<file path="config.mk">
export PLATFORM = sky130hd
export DESIGN_NAME = obstacle_bouncer
export DESIGN_NICKNAME = d
export VERILOG_FILES = /design/src/rtl/obstacle_bouncer.sv
export SDC_FILE = /design/constraint.sdc
export NUM_CORES = 1
export LEC_CHECK = 0
export CORE_UTILIZATION = 45
export CTS_BUF_LIST = sky130_fd_sc_hd__clkbuf_8
export CTS_CLUSTER_SIZE = 25
export DETAILED_ROUTE_END_ITERATION = 10
export GPL_TIMING_DRIVEN = 0
export PLACE_DENSITY = 0.69
export SYNTH_ARGS = -nofsm -noshare
export SYNTH_HDL_FRONTEND = slang
export SYNTH_SLANG_ARGS = --single-unit
</file>
<file path="constraint.sdc">
create_clock -name clk -period 5.97 [get_ports clk]
set_clock_uncertainty 0.15 [all_clocks]
set_input_delay 1.194 -clock clk [delete_from_list [all_inputs] [get_ports clk]]
set_output_delay 1.194 -clock clk [all_outputs]
set_load 0.01 [all_outputs]
</file>
<file path="src/rtl/obstacle_bouncer.sv">
// Moving rectangle obstacle: bounces inside a bounded arena for a fixed number of
// frames, overlays its colour on the RGB stream and reports covered pixel coordinates.
module obstacle_bouncer #(
    parameter int          RECT_W          = 64,
    parameter int          RECT_H          = 48,
    parameter int          ARENA_LEFT      = 312,
    parameter int          ARENA_RIGHT     = 712,
    parameter int          ARENA_TOP       = 284,
    parameter int          ARENA_BOTTOM    = 684,
    parameter int          START_X         = 312,
    parameter int          START_Y         = 284,
    parameter int          SPEED_X         = 3,
    parameter int          SPEED_Y         = 2,
    parameter int          DURATION_FRAMES = 180,
    parameter logic [11:0] COLOR           = 12'hf_0_0,
    parameter logic [3:0]  SELECT_CODE     = 4'b0001
) (
    input  logic        clk,
    input  logic        rst,
    input  logic [11:0] hcount_in,
    input  logic [11:0] vcount_in,
    input  logic [11:0] rgb_in,
    input  logic        play_selected,
    input  logic        menu_on,
    input  logic [3:0]  selected,
    input  logic        done_in,
    output logic [11:0] rgb_out,
    output logic [11:0] obstacle_x,
    output logic [11:0] obstacle_y,
    output logic        obstacle_on,
    output logic        done
);

    localparam int CNT_W = (DURATION_FRAMES > 1) ? $clog2(DURATION_FRAMES) : 1;
    localparam logic [CNT_W-1:0] LAST_FRAME = CNT_W'(DURATION_FRAMES - 1);

    localparam logic [12:0] A_LEFT   = 13'(ARENA_LEFT);
    localparam logic [12:0] A_RIGHT  = 13'(ARENA_RIGHT);
    localparam logic [12:0] A_TOP    = 13'(ARENA_TOP);
    localparam logic [12:0] A_BOTTOM = 13'(ARENA_BOTTOM);
    localparam logic [12:0] SIZE_X   = 13'(RECT_W);
    localparam logic [12:0] SIZE_Y   = 13'(RECT_H);
    localparam logic [12:0] STEP_X   = 13'(SPEED_X);
    localparam logic [12:0] STEP_Y   = 13'(SPEED_Y);
    localparam logic [11:0] X0       = 12'(START_X);
    localparam logic [11:0] Y0       = 12'(START_Y);

    typedef enum logic {IDLE, RUN} state_t;

    state_t          state_q, state_d;
    logic [11:0]     pos_x_q, pos_x_d, pos_y_q, pos_y_d;
    logic            dir_x_q, dir_x_d, dir_y_q, dir_y_d;
    logic [CNT_W-1:0] frame_cnt_q, frame_cnt_d;
    logic [11:0]     rgb_out_q, rgb_out_d;
    logic [11:0]     obstacle_x_q, obstacle_x_d, obstacle_y_q, obstacle_y_d;
    logic            obstacle_on_q, obstacle_on_d;
    logic            done_q, done_d;

    logic            frame_tick;
    logic            covered;
    logic [12:0]     step_x, step_y;

    // One axis of motion; returns {direction_is_positive, new_position}.
    function automatic logic [12:0] axis_step(
        input logic [11:0] pos,
        input logic        fwd,
        input logic [12:0] lo,
        input logic [12:0] hi,
        input logic [12:0] size,
        input logic [12:0] speed
    );
        logic [12:0] p;
        logic [12:0] n;
        logic        d;
        p = {1'b0, pos};
        if (fwd) begin
            if (p + speed + size > hi) begin
                n = hi - size;
                d = 1'b0;
            end else begin
                n = p + speed;
                d = 1'b1;
            end
        end else begin
            if (p < lo + speed) begin
                n = lo;
                d = 1'b1;
            end else begin
                n = p - speed;
                d = 1'b0;
            end
        end
        return {d, n[11:0]};
    endfunction

    assign frame_tick = (hcount_in == 12'd0) && (vcount_in == 12'd0);
    assign step_x     = axis_step(pos_x_q, dir_x_q, A_LEFT, A_RIGHT, SIZE_X, STEP_X);
    assign step_y     = axis_step(pos_y_q, dir_y_q, A_TOP, A_BOTTOM, SIZE_Y, STEP_Y);

    assign covered = (state_q == RUN)
                  && ({1'b0, hcount_in} >= {1'b0, pos_x_q})
                  && ({1'b0, hcount_in} <  {1'b0, pos_x_q} + SIZE_X)
                  && ({1'b0, vcount_in} >= {1'b0, pos_y_q})
                  && ({1'b0, vcount_in} <  {1'b0, pos_y_q} + SIZE_Y);

    always_comb begin
        state_d       = state_q;
        pos_x_d       = pos_x_q;
        pos_y_d       = pos_y_q;
        dir_x_d       = dir_x_q;
        dir_y_d       = dir_y_q;
        frame_cnt_d   = frame_cnt_q;
        rgb_out_d     = rgb_in;
        obstacle_x_d  = 12'd0;
        obstacle_y_d  = 12'd0;
        obstacle_on_d = 1'b0;
        done_d        = 1'b0;

        if (covered) begin
            rgb_out_d     = COLOR;
            obstacle_x_d  = hcount_in;
            obstacle_y_d  = vcount_in;
            obstacle_on_d = 1'b1;
        end

        case (state_q)
            IDLE: begin
                if (done_in && play_selected && (selected == SELECT_CODE)) begin
                    state_d     = RUN;
                    pos_x_d     = X0;
                    pos_y_d     = Y0;
                    dir_x_d     = 1'b1;
                    dir_y_d     = 1'b1;
                    frame_cnt_d = '0;
                end
            end
            RUN: begin
                // Abort wins over completion; position is only updated at frame start.
                if (menu_on || !play_selected) begin
                    state_d     = IDLE;
                    pos_x_d     = X0;
                    pos_y_d     = Y0;
                    dir_x_d     = 1'b1;
                    dir_y_d     = 1'b1;
                    frame_cnt_d = '0;
                end else if (frame_tick) begin
                    pos_x_d = step_x[11:0];
                    dir_x_d = step_x[12];
                    pos_y_d = step_y[11:0];
                    dir_y_d = step_y[12];
                    if (frame_cnt_q == LAST_FRAME) begin
                        done_d      = 1'b1;
                        state_d     = IDLE;
                        frame_cnt_d = '0;
                        pos_x_d     = X0;
                        pos_y_d     = Y0;
                        dir_x_d     = 1'b1;
                        dir_y_d     = 1'b1;
                    end else begin
                        frame_cnt_d = frame_cnt_q + 1'b1;
                    end
                end
            end
            default: state_d = IDLE;
        endcase
    end

    always_ff @(posedge clk or negedge rst) begin
        if (!rst) begin
            state_q       <= IDLE;
            pos_x_q       <= X0;
            pos_y_q       <= Y0;
            dir_x_q       <= 1'b1;
            dir_y_q       <= 1'b1;
            frame_cnt_q   <= '0;
            rgb_out_q     <= 12'd0;
            obstacle_x_q  <= 12'd0;
            obstacle_y_q  <= 12'd0;
            obstacle_on_q <= 1'b0;
            done_q        <= 1'b0;
        end else begin
            state_q       <= state_d;
            pos_x_q       <= pos_x_d;
            pos_y_q       <= pos_y_d;
            dir_x_q       <= dir_x_d;
            dir_y_q       <= dir_y_d;
            frame_cnt_q   <= frame_cnt_d;
            rgb_out_q     <= rgb_out_d;
            obstacle_x_q  <= obstacle_x_d;
            obstacle_y_q  <= obstacle_y_d;
            obstacle_on_q <= obstacle_on_d;
            done_q        <= done_d;
        end
    end

    assign rgb_out     = rgb_out_q;
    assign obstacle_x  = obstacle_x_q;
    assign obstacle_y  = obstacle_y_q;
    assign obstacle_on = obstacle_on_q;
    assign done        = done_q;

endmodule
</file>
==> run summary <==
The flow ran to the end, but the final reports show violations. The first TritonRoute pass finished after 9 iterations. The post-synthesis to final-layout area growth is 23.7%, and the post-route fraction of the period consumed by the critical path is 67.3%. Data arrives at the worst endpoint at 4.15 ns. Once the floorplan was initialized, standard cells occupied 46.4% of the core. The checks that failed: DRC. Of all flip-flops after synthesis, the portion carrying an async set or reset was 100%.

The analysis attributes to net switching a power of 515 µW. In the final design database the tool counted 794 nets. In the final timing run, aggregate negative setup slack is 0 ns. Among all flip-flop cells after synthesis, the most frequent one is sky130_fd_sc_hd__dfrtp_1.

At the later pin of the worst-skew pair, clock insertion delay measures 0.36 ns. The tools report the number of buffers added for setup after CTS as 0. The clock transition at the registers of the reported paths works out to 0.09 ns. TritonCTS built the clock tree.

The number of fill cells is 1066, and the placed wire-length estimate after detailed placement is 11100 µm. Dividing total power by cell area gives a power density of 230 mW/mm². The number of placed instances, taps included, is 828.

Of the total power, combinational logic draws 33.1%. Final count of hold timing violations: 0. Of the total power, registers draw 35.4%. The tools report the number of H-tree branching levels as 3. In this run the core area contains 39 standard-cell rows. The final instance count without filler cells is 844, and the synthesized area is 0.00535 mm².

In this run the mean area of a mapped cell was 8.89 µm². The tools report the global-route wire length before repair as 24400 µm. The worst setup path is of the register to register kind. The share of the synthesized area in the top cell type is 29.0%, and the share of cells above drive strength 1 is 10.1%. The total overflow left after global routing is 0. The floorplan step set the die height to 111 µm. The run gives 0 as the count of synthesis-stage warnings from yosys. At the worst endpoint, the required time is 6.11 ns. When the netlist entered floorplanning its net count stood at 700. The logs give 74 for the count of distinct cell types in the synthesized netlist and 72 for the number of clock sinks seen by CTS. The leading cell type by number of instances after synthesis was sky130_fd_sc_hd__dfrtp_1.

After detailed routing, the average wire length per cell comes to 17.3 µm. Number of failing setup endpoints in the final timing report: 0. For this design the static power due to leakage is 0.00282 µW. Number of design rule violations left after detail routing: 34. In this run the tightest slew margin relative to its limit is 53.8%. The overall die area is 0.0123 mm².

The count of routing violations after the opening detailed-route iteration was 404; the number of hold buffers added after cts was 0. Family of cells with the greatest summed delay on the critical path: compound AO/OA/AOI/OAI gates. The tools report the number of max-capacitance violations reported as 0. After technology mapping, the gate count stands at 602. 0 antenna diodes ended up in the layout. Measured along the x axis, the die boundary spans 111 µm. sky130_fd_sc_hd__dfrtp_1 takes more of the synthesized area than any other cell.

83 I/O pins were placed. In the synthesized netlist, the cells that appear most often are sky130_fd_sc_hd__dfrtp_1, sky130_fd_sc_hd__ha_1, sky130_fd_sc_hd__o21ai_0. The run gives 0.249 GHz as the peak clock frequency supported by timing. The time the worst path needs with I/O delays and setup was 4.02 ns; the total via count in the routed design was 4928. The run gives 0 as the max-slew violation count. Of all nets on the critical path, the largest fanout is 10.

Summing all flip-flop and latch instances after layout gives 0.00181 mm². The post-cts repair resize count is 0, and the count of port buffers added during placement is 82. The tools report the number of buffers added by the clock tree synthesis step as 9. Setup repair after global routing left no endpoint under its margin.

In this run, the clock network consumes 31.5% of the power. For the global-route total usage across every layer, the log shows 24.7%. STA classifies the critical path startpoint as a register. The number of synthesized register bits works out to 72.

The switching power as a share of total power was 33.8%. The count of nets left with antenna violations once routing finished came out at 0. The worst-case IR drop observed on VDD is 0.104 mV. For this block, the routed nets add up to 14600 µm of wire.

The number of global-route vias before repair came out at 4832. The number of buffers and inverters on the critical path is 4. In the final layout, the multi-input gates occupy 0.00323 mm². The internal power contribution came out at 1010 µW. The CTS root buffer is sky130_fd_sc_hd__clkbuf_8. Critical path's slowest cell: sky130_fd_sc_hd__dfrtp_1. The sequential cell area fraction in the yosys report was 33.9%. Entering global routing, the biggest net connects 72 pins. The transition time at the pin with the least slew margin came out at 0.675 ns.

Global placement routability congestion: 0.904. The largest single stage delay on the critical path is 0.45 ns. The synthesized design contains 0 enable-type register cells. The kind of end point of the critical path is a register. The logs give 0 for the number of antenna violations at the first check in global routing and 2 for the clock tree buffer depth. Core area: 0.0115 mm². Type of the worst min-delay path: register to register. Traced cell by cell, the critical path runs through buf_2, inv_1, ha_1, clkbuf_1, nor2_1, xnor2_1, ha_1, nand2_1, a211oi_1, o2111ai_1, a41o_1, a211o_1, buf_6, a41o_1, a21oi_2. The per-cell via count in the routed design is 5.84. By area the synthesized netlist is led by sky130_fd_sc_hd__dfrtp_1, sky130_fd_sc_hd__ha_1, sky130_fd_sc_hd__dfstp_2, sky130_fd_sc_hd__xnor2_1, sky130_fd_sc_hd__o21ai_0.
==> final cells by class <==
class / instances / area share (%)
sequential: 72 / 27.4
multi-input combinational: 463 / 48.8
clock buffer: 10 / 2.08
tap: 143 / 2.70
timing repair buffer: 83 / 12.8
buffer: 32 / 2.63
clock inverter: 6 / 1.63
inverter: 35 / 1.98
==> power groups by stage <==
| stage | clock network, µW | registers (µW) | logic (µW) |
|---|---|---|---|
| after floorplan | 0 | 546 | 342 |
| after global placement | 0 | 549 | 483 |
| after detailed placement | 0 | 549 | 497 |
| after CTS | 486 | 540 | 501 |
| after global routing | 506 | 544 | 561 |
| final | 480 | 540 | 505 |
==> final timing paths <==
path,end,slack (ns),start,depth (start not counted)
min,frame_cnt_q[7],0.34,frame_cnt_q[7],1
max reg2reg,pos_x_q[4],1.95,pos_x_q[0],15
max in group asynchronous,pos_y_q[4],4.61,rst,2
min in group asynchronous,rgb_out[3],0.48,rst,1
min reg2reg,frame_cnt_q[7],0.34,frame_cnt_q[7],1
max,pos_x_q[4],1.95,pos_x_q[0],15
==> stage by stage <==
stage	total power (µW)	cell area, µm²	utilization (%)	hold WS (ns)	worst slack (ns)
after global placement	1030	6350	55.1	0.313	1.05
after global routing	1610	6620	57.5	0.366	1.64
after CTS	1530	6620	57.5	0.343	1.91
after floorplan	888	5350	-	0.287	2.53
after detailed placement	1050	6370	55.3	0.327	1.55
final	1530	6620	57.5	0.339	1.95
==> flip-flops by register name, indices dropped and copies added (netlist names), 8 cells and up <==
| register | cells |
|---|---|
| pos_x_q | 12 |
| obstacle_y | 12 |
| rgb_out | 12 |
| obstacle_x | 12 |
| pos_y_q | 11 |
| frame_cnt_q | 8 |
==> placed cells by master, fill, tap and decap left out, types with 4 or more instances in the layout <==
master	count
sky130_fd_sc_hd__xnor2_1	27
sky130_fd_sc_hd__a211oi_1	6
sky130_fd_sc_hd__clkbuf_2	4
sky130_fd_sc_hd__buf_4	8
sky130_fd_sc_hd__nand3_1	19
sky130_fd_sc_hd__o221ai_1	5
sky130_fd_sc_hd__inv_1	34
sky130_fd_sc_hd__o22ai_1	7
sky130_fd_sc_hd__nand4_1	8
sky130_fd_sc_hd__o21a_1	9
sky130_fd_sc_hd__a21oi_1	31
sky130_fd_sc_hd__dfstp_2	10
sky130_fd_sc_hd__o21ai_1	6
sky130_fd_sc_hd__nand2b_1	7
sky130_fd_sc_hd__a31oi_1	6
sky130_fd_sc_hd__nor3_1	19
sky130_fd_sc_hd__ha_1	53
sky130_fd_sc_hd__and3_1	7
sky130_fd_sc_hd__clkbuf_1	11
sky130_fd_sc_hd__buf_2	6
sky130_fd_sc_hd__nor2b_1	14
sky130_fd_sc_hd__nand2_1	44
sky130_fd_sc_hd__o211ai_1	4
sky130_fd_sc_hd__nor2_1	33
sky130_fd_sc_hd__o2111ai_1	4
sky130_fd_sc_hd__and2_1	27
sky130_fd_sc_hd__clkbuf_8	10
sky130_fd_sc_hd__o31ai_1	4
sky130_fd_sc_hd__or2_2	6
sky130_fd_sc_hd__clkdlybuf4s50_1	81
sky130_fd_sc_hd__dfrtp_1	62
sky130_fd_sc_hd__nor4_1	10
sky130_fd_sc_hd__o21ai_0	47
==> layer usage <==
metal | wire length [µm] | GRT usage [%] | share of wire, % | vias to the layer above
li1 | - | - | - | 2364
met3 | 909 | 3.83 | 6.2 | 15
met2 | 6690 | 40.2 | 46 | 173
met1 | 6780 | 33.5 | 46 | 2376
met4 | 239 | 8.38 | 1.6 | 0
met5 | 0 | 0 | 0 | -
==> cell families (layout without fill, tap and decap cells) <==
logic type / after synthesis / count (layout) / share of synthesized area (%)
DFF: 72 / 72 / 33.9
muxes: 3 / 3 / 0.585
xor gates and xnor gates: 33 / 33 / 5.82
adders and majority gates: 53 / 53 / 12.4
and+or+nand+nor: 213 / 213 / 22.1
buffers and inverters: 67 / 166 / 5.71
AOI/OAI and AO/OA: 161 / 161 / 19.5
==> worst register-to-register path, cell delays in order, from the launching register on <==
cell                        delay (ns)
sky130_fd_sc_hd__dfrtp_1          0.45
sky130_fd_sc_hd__buf_2            0.20
sky130_fd_sc_hd__inv_1            0.10
sky130_fd_sc_hd__ha_1             0.28
sky130_fd_sc_hd__clkbuf_1         0.42
sky130_fd_sc_hd__nor2_1           0.16
sky130_fd_sc_hd__xnor2_1          0.29
sky130_fd_sc_hd__ha_1             0.25
sky130_fd_sc_hd__nand2_1          0.06
sky130_fd_sc_hd__a211oi_1         0.23
sky130_fd_sc_hd__o2111ai_1        0.17
sky130_fd_sc_hd__a41o_1           0.28
sky130_fd_sc_hd__a211o_1          0.37
sky130_fd_sc_hd__buf_6            0.19
sky130_fd_sc_hd__a41o_1           0.21
sky130_fd_sc_hd__a21oi_2          0.15
Note: power is estimated with default switching activity, not from simulation.
